<file path="src/rtl/framebuffer_scanout_pkg.sv">
// Shared display-timing definitions for framebuffer clients.
// Holds the default pixel width, a 640x480 timing preset and helpers that
// derive line/frame totals and sync window edges from porch/pulse widths.
package framebuffer_scanout_pkg;

  // Word width shared with the framebuffer memory itself.
  localparam int PIXEL_WIDTH_DEFAULT = 9;

  function automatic int timing_total(input int act, input int fp, input int sy, input int bp);
    return act + fp + sy + bp;
  endfunction

  function automatic int sync_start(input int act, input int fp);
    return act + fp;
  endfunction

  function automatic int sync_end(input int act, input int fp, input int sy);
    return act + fp + sy;
  endfunction

  // Standard 640x480 preset.
  localparam int VGA_H_ACTIVE = 640;
  localparam int VGA_H_FRONT  = 16;
  localparam int VGA_H_SYNC   = 96;
  localparam int VGA_H_BACK   = 48;
  localparam int VGA_V_ACTIVE = 480;
  localparam int VGA_V_FRONT  = 10;
  localparam int VGA_V_SYNC   = 2;
  localparam int VGA_V_BACK   = 33;

  localparam int VGA_H_TOTAL      = timing_total(VGA_H_ACTIVE, VGA_H_FRONT, VGA_H_SYNC, VGA_H_BACK);
  localparam int VGA_V_TOTAL      = timing_total(VGA_V_ACTIVE, VGA_V_FRONT, VGA_V_SYNC, VGA_V_BACK);
  localparam int VGA_HSYNC_START  = sync_start(VGA_H_ACTIVE, VGA_H_FRONT);
  localparam int VGA_HSYNC_END    = sync_end(VGA_H_ACTIVE, VGA_H_FRONT, VGA_H_SYNC);
  localparam int VGA_VSYNC_START  = sync_start(VGA_V_ACTIVE, VGA_V_FRONT);
  localparam int VGA_VSYNC_END    = sync_end(VGA_V_ACTIVE, VGA_V_FRONT, VGA_V_SYNC);

  // Per-pixel region flags carried down the alignment pipeline.
  // Sync flags are kept in asserted-sense; polarity is applied at the output.
  typedef struct packed {
    logic image;
    logic visible;
    logic hsync;
    logic vsync;
    logic frameStart;
  } scan_flags_t;

endpackage

</file>
<file path="src/rtl/framebuffer_scanout_video_timing.sv">
// Purpose: raster counters (hCount/vCount) plus visible/sync/line/frame decode.
// Latency: counters registered; all decode outputs are combinational from the counters.
// Backpressure: none; counters advance only on clk edges with i_pixelEnable=1, else hold.
// Ports: i_clk, i_reset (async, active-high), i_pixelEnable; o_hCount/o_vCount counters;
//        o_visible, o_hsync/o_vsync (asserted-sense), o_lineStart, o_lineEnd,
//        o_frameStart, o_frameEnd (o_frameEnd implies o_lineEnd).
module framebuffer_scanout_video_timing
  import framebuffer_scanout_pkg::*;
#(
  parameter int H_ACTIVE = VGA_H_ACTIVE,
  parameter int H_FRONT  = VGA_H_FRONT,
  parameter int H_SYNC   = VGA_H_SYNC,
  parameter int H_BACK   = VGA_H_BACK,
  parameter int V_ACTIVE = VGA_V_ACTIVE,
  parameter int V_FRONT  = VGA_V_FRONT,
  parameter int V_SYNC   = VGA_V_SYNC,
  parameter int V_BACK   = VGA_V_BACK,
  parameter int HC_WIDTH = $clog2(timing_total(H_ACTIVE, H_FRONT, H_SYNC, H_BACK) + 1),
  parameter int VC_WIDTH = $clog2(timing_total(V_ACTIVE, V_FRONT, V_SYNC, V_BACK) + 1)
) (
  input  logic                i_clk,
  input  logic                i_reset,
  input  logic                i_pixelEnable,
  output logic [HC_WIDTH-1:0] o_hCount,
  output logic [VC_WIDTH-1:0] o_vCount,
  output logic                o_visible,
  output logic                o_hsync,
  output logic                o_vsync,
  output logic                o_lineStart,
  output logic                o_lineEnd,
  output logic                o_frameStart,
  output logic                o_frameEnd
);

  localparam int H_TOTAL = timing_total(H_ACTIVE, H_FRONT, H_SYNC, H_BACK);
  localparam int V_TOTAL = timing_total(V_ACTIVE, V_FRONT, V_SYNC, V_BACK);

  localparam logic [HC_WIDTH-1:0] H_LAST   = HC_WIDTH'(H_TOTAL - 1);
  localparam logic [VC_WIDTH-1:0] V_LAST   = VC_WIDTH'(V_TOTAL - 1);
  localparam logic [HC_WIDTH-1:0] H_VIS    = HC_WIDTH'(H_ACTIVE);
  localparam logic [VC_WIDTH-1:0] V_VIS    = VC_WIDTH'(V_ACTIVE);
  localparam logic [HC_WIDTH-1:0] HS_START = HC_WIDTH'(sync_start(H_ACTIVE, H_FRONT));
  localparam logic [HC_WIDTH-1:0] HS_END   = HC_WIDTH'(sync_end(H_ACTIVE, H_FRONT, H_SYNC));
  localparam logic [VC_WIDTH-1:0] VS_START = VC_WIDTH'(sync_start(V_ACTIVE, V_FRONT));
  localparam logic [VC_WIDTH-1:0] VS_END   = VC_WIDTH'(sync_end(V_ACTIVE, V_FRONT, V_SYNC));

  logic [HC_WIDTH-1:0] r_hCount;
  logic [VC_WIDTH-1:0] r_vCount;
  logic                w_lineEnd;
  logic                w_frameEnd;

  assign w_lineEnd  = (r_hCount == H_LAST);
  assign w_frameEnd = w_lineEnd && (r_vCount == V_LAST);

  always_ff @(posedge i_clk or posedge i_reset) begin
    if (i_reset) begin
      r_hCount <= '0;
      r_vCount <= '0;
    end else if (i_pixelEnable) begin
      if (w_lineEnd) begin
        r_hCount <= '0;
        r_vCount <= w_frameEnd ? '0 : r_vCount + 1'b1;
      end else begin
        r_hCount <= r_hCount + 1'b1;
      end
    end
  end

  assign o_hCount     = r_hCount;
  assign o_vCount     = r_vCount;
  assign o_visible    = (r_hCount < H_VIS) && (r_vCount < V_VIS);
  assign o_hsync      = (r_hCount >= HS_START) && (r_hCount < HS_END);
  assign o_vsync      = (r_vCount >= VS_START) && (r_vCount < VS_END);
  assign o_lineStart  = (r_hCount == '0);
  assign o_lineEnd    = w_lineEnd;
  assign o_frameStart = (r_hCount == '0) && (r_vCount == '0);
  assign o_frameEnd   = w_frameEnd;

endmodule

</file>
<file path="src/rtl/framebuffer_scanout.sv">
// Purpose: framebuffer read-side scanout; raster address walk with SCALE x SCALE replication.
// Latency: 3 enabled clks from counter position to pixelOut/active/hsync/vsync/frameStart.
// Backpressure: none; pixelEnable=0 freezes the pipeline, a read-data hold copy keeps any enable pattern exact.
// Ports: clk, reset (async, active-high), pixelEnable; fbAddress/fbWriteEnable/fbDataIn/fbDataOut
//        to framebuffer port B (read only, 1-clk read latency); pixelOut, hsync, vsync, active, frameStart.
module framebuffer_scanout
  import framebuffer_scanout_pkg::*;
#(
  parameter int PIXEL_WIDTH   = PIXEL_WIDTH_DEFAULT,
  parameter int FB_COLUMNS    = 64,
  parameter int FB_ROWS       = 32,
  parameter int SCALE         = 1,
  parameter int H_ACTIVE      = VGA_H_ACTIVE,
  parameter int H_FRONT       = VGA_H_FRONT,
  parameter int H_SYNC        = VGA_H_SYNC,
  parameter int H_BACK        = VGA_H_BACK,
  parameter int V_ACTIVE      = VGA_V_ACTIVE,
  parameter int V_FRONT       = VGA_V_FRONT,
  parameter int V_SYNC        = VGA_V_SYNC,
  parameter int V_BACK        = VGA_V_BACK,
  parameter int SYNC_POLARITY = 0,
  parameter int ADDR_WIDTH    = $clog2(FB_COLUMNS * FB_ROWS)
) (
  input  logic                   clk,
  input  logic                   reset,
  input  logic                   pixelEnable,
  output logic [ADDR_WIDTH-1:0]  fbAddress,
  output logic                   fbWriteEnable,
  output logic [PIXEL_WIDTH-1:0] fbDataIn,
  input  logic [PIXEL_WIDTH-1:0] fbDataOut,
  output logic [PIXEL_WIDTH-1:0] pixelOut,
  output logic                   hsync,
  output logic                   vsync,
  output logic                   active,
  output logic                   frameStart
);

  localparam int HC_WIDTH = $clog2(timing_total(H_ACTIVE, H_FRONT, H_SYNC, H_BACK) + 1);
  localparam int VC_WIDTH = $clog2(timing_total(V_ACTIVE, V_FRONT, V_SYNC, V_BACK) + 1);
  localparam int SUB_W    = (SCALE > 1) ? $clog2(SCALE) : 1;

  localparam logic [HC_WIDTH-1:0]   IMG_W         = HC_WIDTH'(FB_COLUMNS * SCALE);
  localparam logic [VC_WIDTH-1:0]   IMG_H         = VC_WIDTH'(FB_ROWS * SCALE);
  localparam logic [SUB_W-1:0]      SUB_LAST      = SUB_W'(SCALE - 1);
  localparam logic [ADDR_WIDTH-1:0] COL_LAST      = ADDR_WIDTH'(FB_COLUMNS - 1);
  localparam logic [ADDR_WIDTH-1:0] ROW_STEP      = ADDR_WIDTH'(FB_COLUMNS);
  localparam logic [ADDR_WIDTH-1:0] LAST_ROW_BASE = ADDR_WIDTH'((FB_ROWS - 1) * FB_COLUMNS);
  localparam logic                  SYNC_ACT      = (SYNC_POLARITY != 0);

  // Timing stage
  logic [HC_WIDTH-1:0] w_hCount;
  logic [VC_WIDTH-1:0] w_vCount;
  logic                w_visible;
  logic                w_hsAct;
  logic                w_vsAct;
  logic                w_unused_lineStart;
  logic                w_lineEnd;
  logic                w_frameStart;
  logic                w_frameEnd;

  framebuffer_scanout_video_timing #(
    .H_ACTIVE (H_ACTIVE),
    .H_FRONT  (H_FRONT),
    .H_SYNC   (H_SYNC),
    .H_BACK   (H_BACK),
    .V_ACTIVE (V_ACTIVE),
    .V_FRONT  (V_FRONT),
    .V_SYNC   (V_SYNC),
    .V_BACK   (V_BACK),
    .HC_WIDTH (HC_WIDTH),
    .VC_WIDTH (VC_WIDTH)
  ) u_video_timing (
    .i_clk         (clk),
    .i_reset       (reset),
    .i_pixelEnable (pixelEnable),
    .o_hCount      (w_hCount),
    .o_vCount      (w_vCount),
    .o_visible     (w_visible),
    .o_hsync       (w_hsAct),
    .o_vsync       (w_vsAct),
    .o_lineStart   (w_unused_lineStart),
    .o_lineEnd     (w_lineEnd),
    .o_frameStart  (w_frameStart),
    .o_frameEnd    (w_frameEnd)
  );

  logic        w_imgH;
  logic        w_imgV;
  logic        w_image;
  scan_flags_t w_flags;

  assign w_imgH  = (w_hCount < IMG_W);
  assign w_imgV  = (w_vCount < IMG_H);
  assign w_image = w_imgH && w_imgV;
  assign w_flags = '{image: w_image, visible: w_visible, hsync: w_hsAct,
                     vsync: w_vsAct, frameStart: w_frameStart};

  // Address walk. r_col/r_rowBase always describe the current counter
  // position, so the address register needs only one adder, no multiplier.
  logic [ADDR_WIDTH-1:0] r_col;
  logic [SUB_W-1:0]      r_colSub;
  logic [ADDR_WIDTH-1:0] r_rowBase;
  logic [SUB_W-1:0]      r_rowSub;
  logic [ADDR_WIDTH-1:0] r_fbAddress;

  always_ff @(posedge clk or posedge reset) begin
    if (reset) begin
      r_col       <= '0;
      r_colSub    <= '0;
      r_rowBase   <= '0;
      r_rowSub    <= '0;
      r_fbAddress <= '0;
    end else if (pixelEnable) begin
      // Column: the next position is either a new line (restart) or one pixel on.
      if (w_lineEnd) begin
        r_col    <= '0;
        r_colSub <= '0;
      end else if (w_imgH) begin
        if (r_colSub == SUB_LAST) begin
          r_colSub <= '0;
          // Saturate on the last column so the trailing replica never overflows.
          if (r_col != COL_LAST) r_col <= r_col + 1'b1;
        end else begin
          r_colSub <= r_colSub + 1'b1;
        end
      end

      // Row: advances once per line while inside the image rows.
      if (w_frameEnd) begin
        r_rowBase <= '0;
        r_rowSub  <= '0;
      end else if (w_lineEnd && w_imgV) begin
        if (r_rowSub == SUB_LAST) begin
          r_rowSub <= '0;
          // Never step past the last framebuffer row.
          if (r_rowBase != LAST_ROW_BASE) r_rowBase <= r_rowBase + ROW_STEP;
        end else begin
          r_rowSub <= r_rowSub + 1'b1;
        end
      end

      // Outside the image the address holds, so port B keeps returning stable data.
      if (w_image) r_fbAddress <= r_rowBase + r_col;
    end
  end

  // Alignment pipeline: stage 1 alongside the address, stage 2 alongside read data.
  scan_flags_t r_flags1;
  scan_flags_t r_flags2;

  always_ff @(posedge clk or posedge reset) begin
    if (reset) begin
      r_flags1 <= '0;
      r_flags2 <= '0;
    end else if (pixelEnable) begin
      r_flags1 <= w_flags;
      r_flags2 <= r_flags1;
    end
  end

  // Read-data hold. Port B returns data for the address seen on the previous
  // clk. If stage 3 fires right after the stage-2 edge, that live data is the
  // wanted word; otherwise the word was captured one clk after the stage-2 edge
  // and must be replayed from the hold copy, since the address has moved on.
  logic                   r_enD1;
  logic [PIXEL_WIDTH-1:0] r_fbHold;
  logic [PIXEL_WIDTH-1:0] w_rdData;

  always_ff @(posedge clk or posedge reset) begin
    if (reset) begin
      r_enD1   <= 1'b0;
      r_fbHold <= '0;
    end else begin
      r_enD1 <= pixelEnable;
      if (r_enD1) r_fbHold <= fbDataOut;
    end
  end

  assign w_rdData = r_enD1 ? fbDataOut : r_fbHold;

  // Stage 3: registered outputs.
  logic [PIXEL_WIDTH-1:0] r_pixelOut;
  logic                   r_active;
  logic                   r_hsync;
  logic                   r_vsync;
  logic                   r_frameStart;

  always_ff @(posedge clk or posedge reset) begin
    if (reset) begin
      r_pixelOut   <= '0;
      r_active     <= 1'b0;
      r_hsync      <= ~SYNC_ACT;
      r_vsync      <= ~SYNC_ACT;
      r_frameStart <= 1'b0;
    end else if (pixelEnable) begin
      r_pixelOut   <= r_flags2.image ? w_rdData : '0;
      r_active     <= r_flags2.visible;
      r_hsync      <= r_flags2.hsync ? SYNC_ACT : ~SYNC_ACT;
      r_vsync      <= r_flags2.vsync ? SYNC_ACT : ~SYNC_ACT;
      r_frameStart <= r_flags2.frameStart;
    end
  end

  assign fbAddress     = r_fbAddress;
  assign fbWriteEnable = 1'b0;
  assign fbDataIn      = '0;
  assign pixelOut      = r_pixelOut;
  assign active        = r_active;
  assign hsync         = r_hsync;
  assign vsync         = r_vsync;
  assign frameStart    = r_frameStart;

endmodule

</file>
<file path="config.mk">
export PLATFORM = sky130hd
export DESIGN_NAME = framebuffer_scanout
export DESIGN_NICKNAME = d
export VERILOG_FILES = /design/src/rtl/framebuffer_scanout_pkg.sv /design/src/rtl/framebuffer_scanout_video_timing.sv /design/src/rtl/framebuffer_scanout.sv
export SDC_FILE = /design/constraint.sdc
export NUM_CORES = 1
export LEC_CHECK = 0
export BUFFER_PORTS_ARGS = -buffer_cell sky130_fd_sc_hd__buf_2
export CORE_UTILIZATION = 47
export CTS_BUF_LIST = sky130_fd_sc_hd__clkbuf_8 sky130_fd_sc_hd__clkbuf_16
export CTS_CLUSTER_SIZE = 28
export DETAILED_ROUTE_END_ITERATION = 8
export PLACE_DENSITY_LB_ADDON = 0.08
export SYNTH_ARGS = -nofsm -noshare
export SYNTH_HDL_FRONTEND = slang
export SYNTH_SLANG_ARGS = --single-unit
export TNS_END_PERCENT = 1
</file>
<file path="constraint.sdc">
create_clock -name clk -period 2.76 [get_ports clk]
set_input_delay 0.138 -clock clk [delete_from_list [all_inputs] [get_ports clk]]
set_output_delay 0.138 -clock clk [all_outputs]
set_load 0.02 [all_outputs]
</file>
==> run_results.csv <==
group,metric,value,unit
status,status,"completed",
setup_path,critical_path.cell_chain,"or4_1, or4_1, a21oi_2, mux2_2",
placement,placed_cells_incl_taps,504,
global_route,largest_net_degree_at_the_start_of_global_routing,45,
sta,timing.slew.headroom,56.4,%
global_route,grt-ovfl-total,0,
setup_path,r2r_start,"r_col[7]",
sta,number_of_setup_violations_in_the_final_report,0,
clock_network,cts_buffers,9,
finish,layout-drive-gt1-share,21.5,%
yosys,netlist_instances,376,
clock_network,tritoncts,"built",
sta,timing_worst_slew_pin_value,653,ps
setup_path,critical_path.startpoint,"r_col[7]",
floorplan,floorplan.core_area,7890,sq um
power_and_ir_drop,vdd_ir_drop_max,0.452,mV
yosys,synth-seq-cells,80,
route,detailroute.via_count,2828,
worst_hold_path,startpoint_of_the_lowest_slack_hold_path,"fbDataOut[4]",
placement,detailed_place_hpwl,5.33,mm
finish,syn_to_final_growth,12.6,%
global_route,initial_antenna_violation_count,0,
power_and_ir_drop,switching_share,30.6,%
yosys,syn-mean-instance-area,10.4,sq um
floorplan,floorplan.die_area,8700,sq um
setup_path,worst_ep_arrival_time,2550,ps
sta,fraction_of_the_cycle_the_final_worst_path_needs,81.8,%
sta,finalCriticalPeriod,2260,ps
setup_path,end_kind,"flop",
job,drv.max_cap_violation_count,0,
finish,post_route_cell_area,4410,sq um
route,drt_first_pass_iters,4,
sta,setup_repair_after_global_routing_missed_its_margin,"no",
route,post_drt_wl_per_cell,14.6,um
yosys,distinct_cells_synth,49,
setup_path,path_buf_inv,0,
setup_path,worst_path_dominant_cell_family,"simple AND/OR/NAND/NOR gates",
setup_path,ff2ff_path_depth,4,
finish,antenna_cells_inserted,0,
clock_network,clkTransAtPathRegs,80,ps
yosys,most_used_dff_post_synth,"sky130_fd_sc_hd__dfrtp_1",
yosys,ys.warnings.count,0,
finish,final-instance-count-excl-fill,521,
yosys,syn_area,3910,sq um
placement,placed_cell_area,4180,sq um
sta,slew_violations,0,
power_and_ir_drop,pwr-share-seq,50.6,%
floorplan,die_width,93.3,um
sta,clock-skew-final,8.34,ps
yosys,postSynth.asyncResetShare,100,%
clock_network,cts_htree_levels,3,
setup_path,worst_setup_path_endpoint,"r_col[0]",
yosys,synth_edf_count,0,
floorplan,ioPinCount,46,
setup_path,cp_common_cell,"sky130_fd_sc_hd__or4_1",
setup_path,slowest_stage,"sky130_fd_sc_hd__or4_1",
setup_path,timing.critical_path.fanout_max,7,
power_and_ir_drop,pwr-share-comb,19.0,%
setup_path,rr_endpoint,"r_col[0]",
route,initialDrtViolationCount,97,
placement,port-buffer-count,35,
finish,layout.nets,437,
route,avgViaCountPerCell,5.43,
setup_path,critPathKind,"reg -> reg",
finish,layout_commonest_cell,"sky130_fd_sc_hd__dfrtp_1",
setup_path,r2r_setup_slack,500,ps
clock_network,cts_setup_buffers,0,
power_and_ir_drop,static-leakage-power,2.05,nW
power_and_ir_drop,cellPowerDensity,685,nW/um^2
placement,place.gp.congestion,0.815,
finish,fill_cell_total_of_the_finished_layout,724,
setup_path,max_stage_delay,590,ps
setup_path,critical_path_cell_count,4,
sta,final-hold-violation-count,0,
power_and_ir_drop,power.switching,0.924,mW
global_route,grt_pass1_wl,13.1,mm
finish,area_used_by_multi_input_combinational_logic,1740,sq um
clock_network,clock_insertion_delay_worst_skew,350,ps
power_and_ir_drop,intPower,2.09,mW
floorplan,die_h,93.3,um
setup_path,critical_path.startpoint_type,"flop",
clock_network,clock_tree.root_cell,"sky130_fd_sc_hd__clkbuf_8",
sta,fmax,443,MHz
route,totalWireLength,7.58,mm
floorplan,floorplan.initialDensity,49.6,%
route,final_antenna_net_count,0,
finish,regArea,2000,sq um
setup_path,worstPathRequired,3050,ps
worst_hold_path,worst_hold_path_type,"in -> reg",
clock_network,cts_max_path_buffers,2,
finish,postLayoutCoreUtil,55.9,%
power_and_ir_drop,pwr-share-clk,30.4,%
yosys,fraction_of_the_yosys_area_taken_by_sequential_cells,51.2,%
finish,layout.cells.most_common_list,"sky130_fd_sc_hd__dfrtp_1, sky130_fd_sc_hd__buf_2, sky130_fd_sc_hd__nand3_1",
global_route,gr-usage-all-layers,19.2,%
floorplan,rows,32,
sta,tns,0,ps
clock_network,clkSinkCount,80,
global_route,number_of_global_route_vias_before_repair,2708,
route,drc_errors,0,
stage by stage:
step | setup WS, ps | total power, mW | hold slack (ps)
floorplan | 574 | 1.95 | 169
global placement | 568 | 2.11 | 250
detailed placement | 524 | 2.12 | 256
CTS | 510 | 3.05 | 30.7
finish | 502 | 3.02 | 38.9
global route | 392 | 3.19 | 38.5
worst min path at each step:
stage / cells past startpoint / slack, ps / end
after floorplan: 0 / 170 / r_enD1
after global placement: 2 / 250 / fbAddress[2]
after detailed placement: 2 / 260 / fbAddress[2]
after CTS: 2 / 30 / r_fbHold[4]
after global routing: 2 / 40 / r_fbHold[4]
final: 2 / 40 / r_fbHold[4]
worst reg2reg max path, delay by kind of cell, from the launching register on:
kind | cells | cell delay (ps)
AO/OA/AOI/OAI | 1 | 370
AND/OR/NAND/NOR | 2 | 1170
flip-flops | 1 | 450
multiplexers | 1 | 220
layer usage:
metal / GRT usage, % / wire, um
met1: 26.9 / 3780
met2: 30.1 / 3470
met3: 2.93 / 221
met4: 7.05 / 112
met5: 0 / 0
synth_stat cells, types with 2 or more instances:
master                     number  share of area, %
sky130_fd_sc_hd__dfrtp_1       78                50
sky130_fd_sc_hd__nand3_1       32               4.1
sky130_fd_sc_hd__o21ai_0       28               3.6
sky130_fd_sc_hd__mux2_2        24               6.9
sky130_fd_sc_hd__nand2_1       24               2.3
sky130_fd_sc_hd__inv_1         19               1.8
sky130_fd_sc_hd__nor2_1        18               1.7
sky130_fd_sc_hd__clkbuf_1      14               1.3
sky130_fd_sc_hd__xnor2_1       13               2.9
sky130_fd_sc_hd__a21oi_1       11               1.4
sky130_fd_sc_hd__ha_1          11               3.5
sky130_fd_sc_hd__nor3_1        11               1.4
sky130_fd_sc_hd__buf_4         10               1.9
sky130_fd_sc_hd__nand4_1        8               1.3
sky130_fd_sc_hd__and3_1         7               1.1
sky130_fd_sc_hd__xor2_1         6               1.3
sky130_fd_sc_hd__a221o_1        5               1.3
sky130_fd_sc_hd__a31oi_1        5              0.80
sky130_fd_sc_hd__nor4_1         5              0.80
sky130_fd_sc_hd__mux2i_1        4               1.0
sky130_fd_sc_hd__or4_1          4              0.77
sky130_fd_sc_hd__and4_1         3              0.67
sky130_fd_sc_hd__or2_2          3              0.48
sky130_fd_sc_hd__or3_1          3              0.48
sky130_fd_sc_hd__a22o_1         2              0.45
sky130_fd_sc_hd__dfstp_2        2               1.3
sky130_fd_sc_hd__nand2b_1       2              0.32
sky130_fd_sc_hd__nor3b_1        2              0.38
sky130_fd_sc_hd__o31ai_1        2              0.38
logic make-up after synthesis:
kind of cell	count (synthesis)	share of synthesized area [%]
compound gates	61	9.53
fa+ha+maj	11	3.52
mux	28	7.93
simple gates	130	18.1
other cells	1	0.0958
xor+xnor	19	4.25
buf+inv	46	5.40
flops	80	51.2
flip-flops by register name, indices dropped and copies added (netlist names):
signal / count
r_flags2: 5
hsync: 1
fbAddress: 11
r_col: 11
r_rowBase: 5
r_enD1: 1
r_flags1: 5
r_fbHold: 9
active: 1
frameStart: 1
u_video_timing.o_vCount: 10
u_video_timing.o_hCount: 10
vsync: 1
pixelOut: 9
power by group through the flow:
stage / combinational [mW] / sequential, mW / clock, mW
floorplan: 0.419 / 1.54 / 0
global placement: 0.568 / 1.55 / 0
detailed placement: 0.576 / 1.55 / 0
CTS: 0.581 / 1.52 / 0.941
global route: 0.639 / 1.56 / 0.990
finish: 0.573 / 1.53 / 0.916
timing repair:
| item | in CTS | in global routing |
|---|---|---|
| endpoints found under the hold margin | 36 | 0 |
| hold buffers | 1 | 0 |
| endpoints found under the setup margin | 0 | 0 |
| resized for setup | 0 | 0 |
final cells by class:
type | instances | area share, %
Sequential cell | 80 | 45.5
Multi-Input combinational cell | 260 | 39.4
Inverter | 20 | 1.73
Timing Repair Buffer | 43 | 5.68
Clock inverter | 7 | 2.02
Tap cell | 102 | 2.90
Clock buffer | 9 | 2.81
No activity file was read; power rests on OpenSTA's default activity.
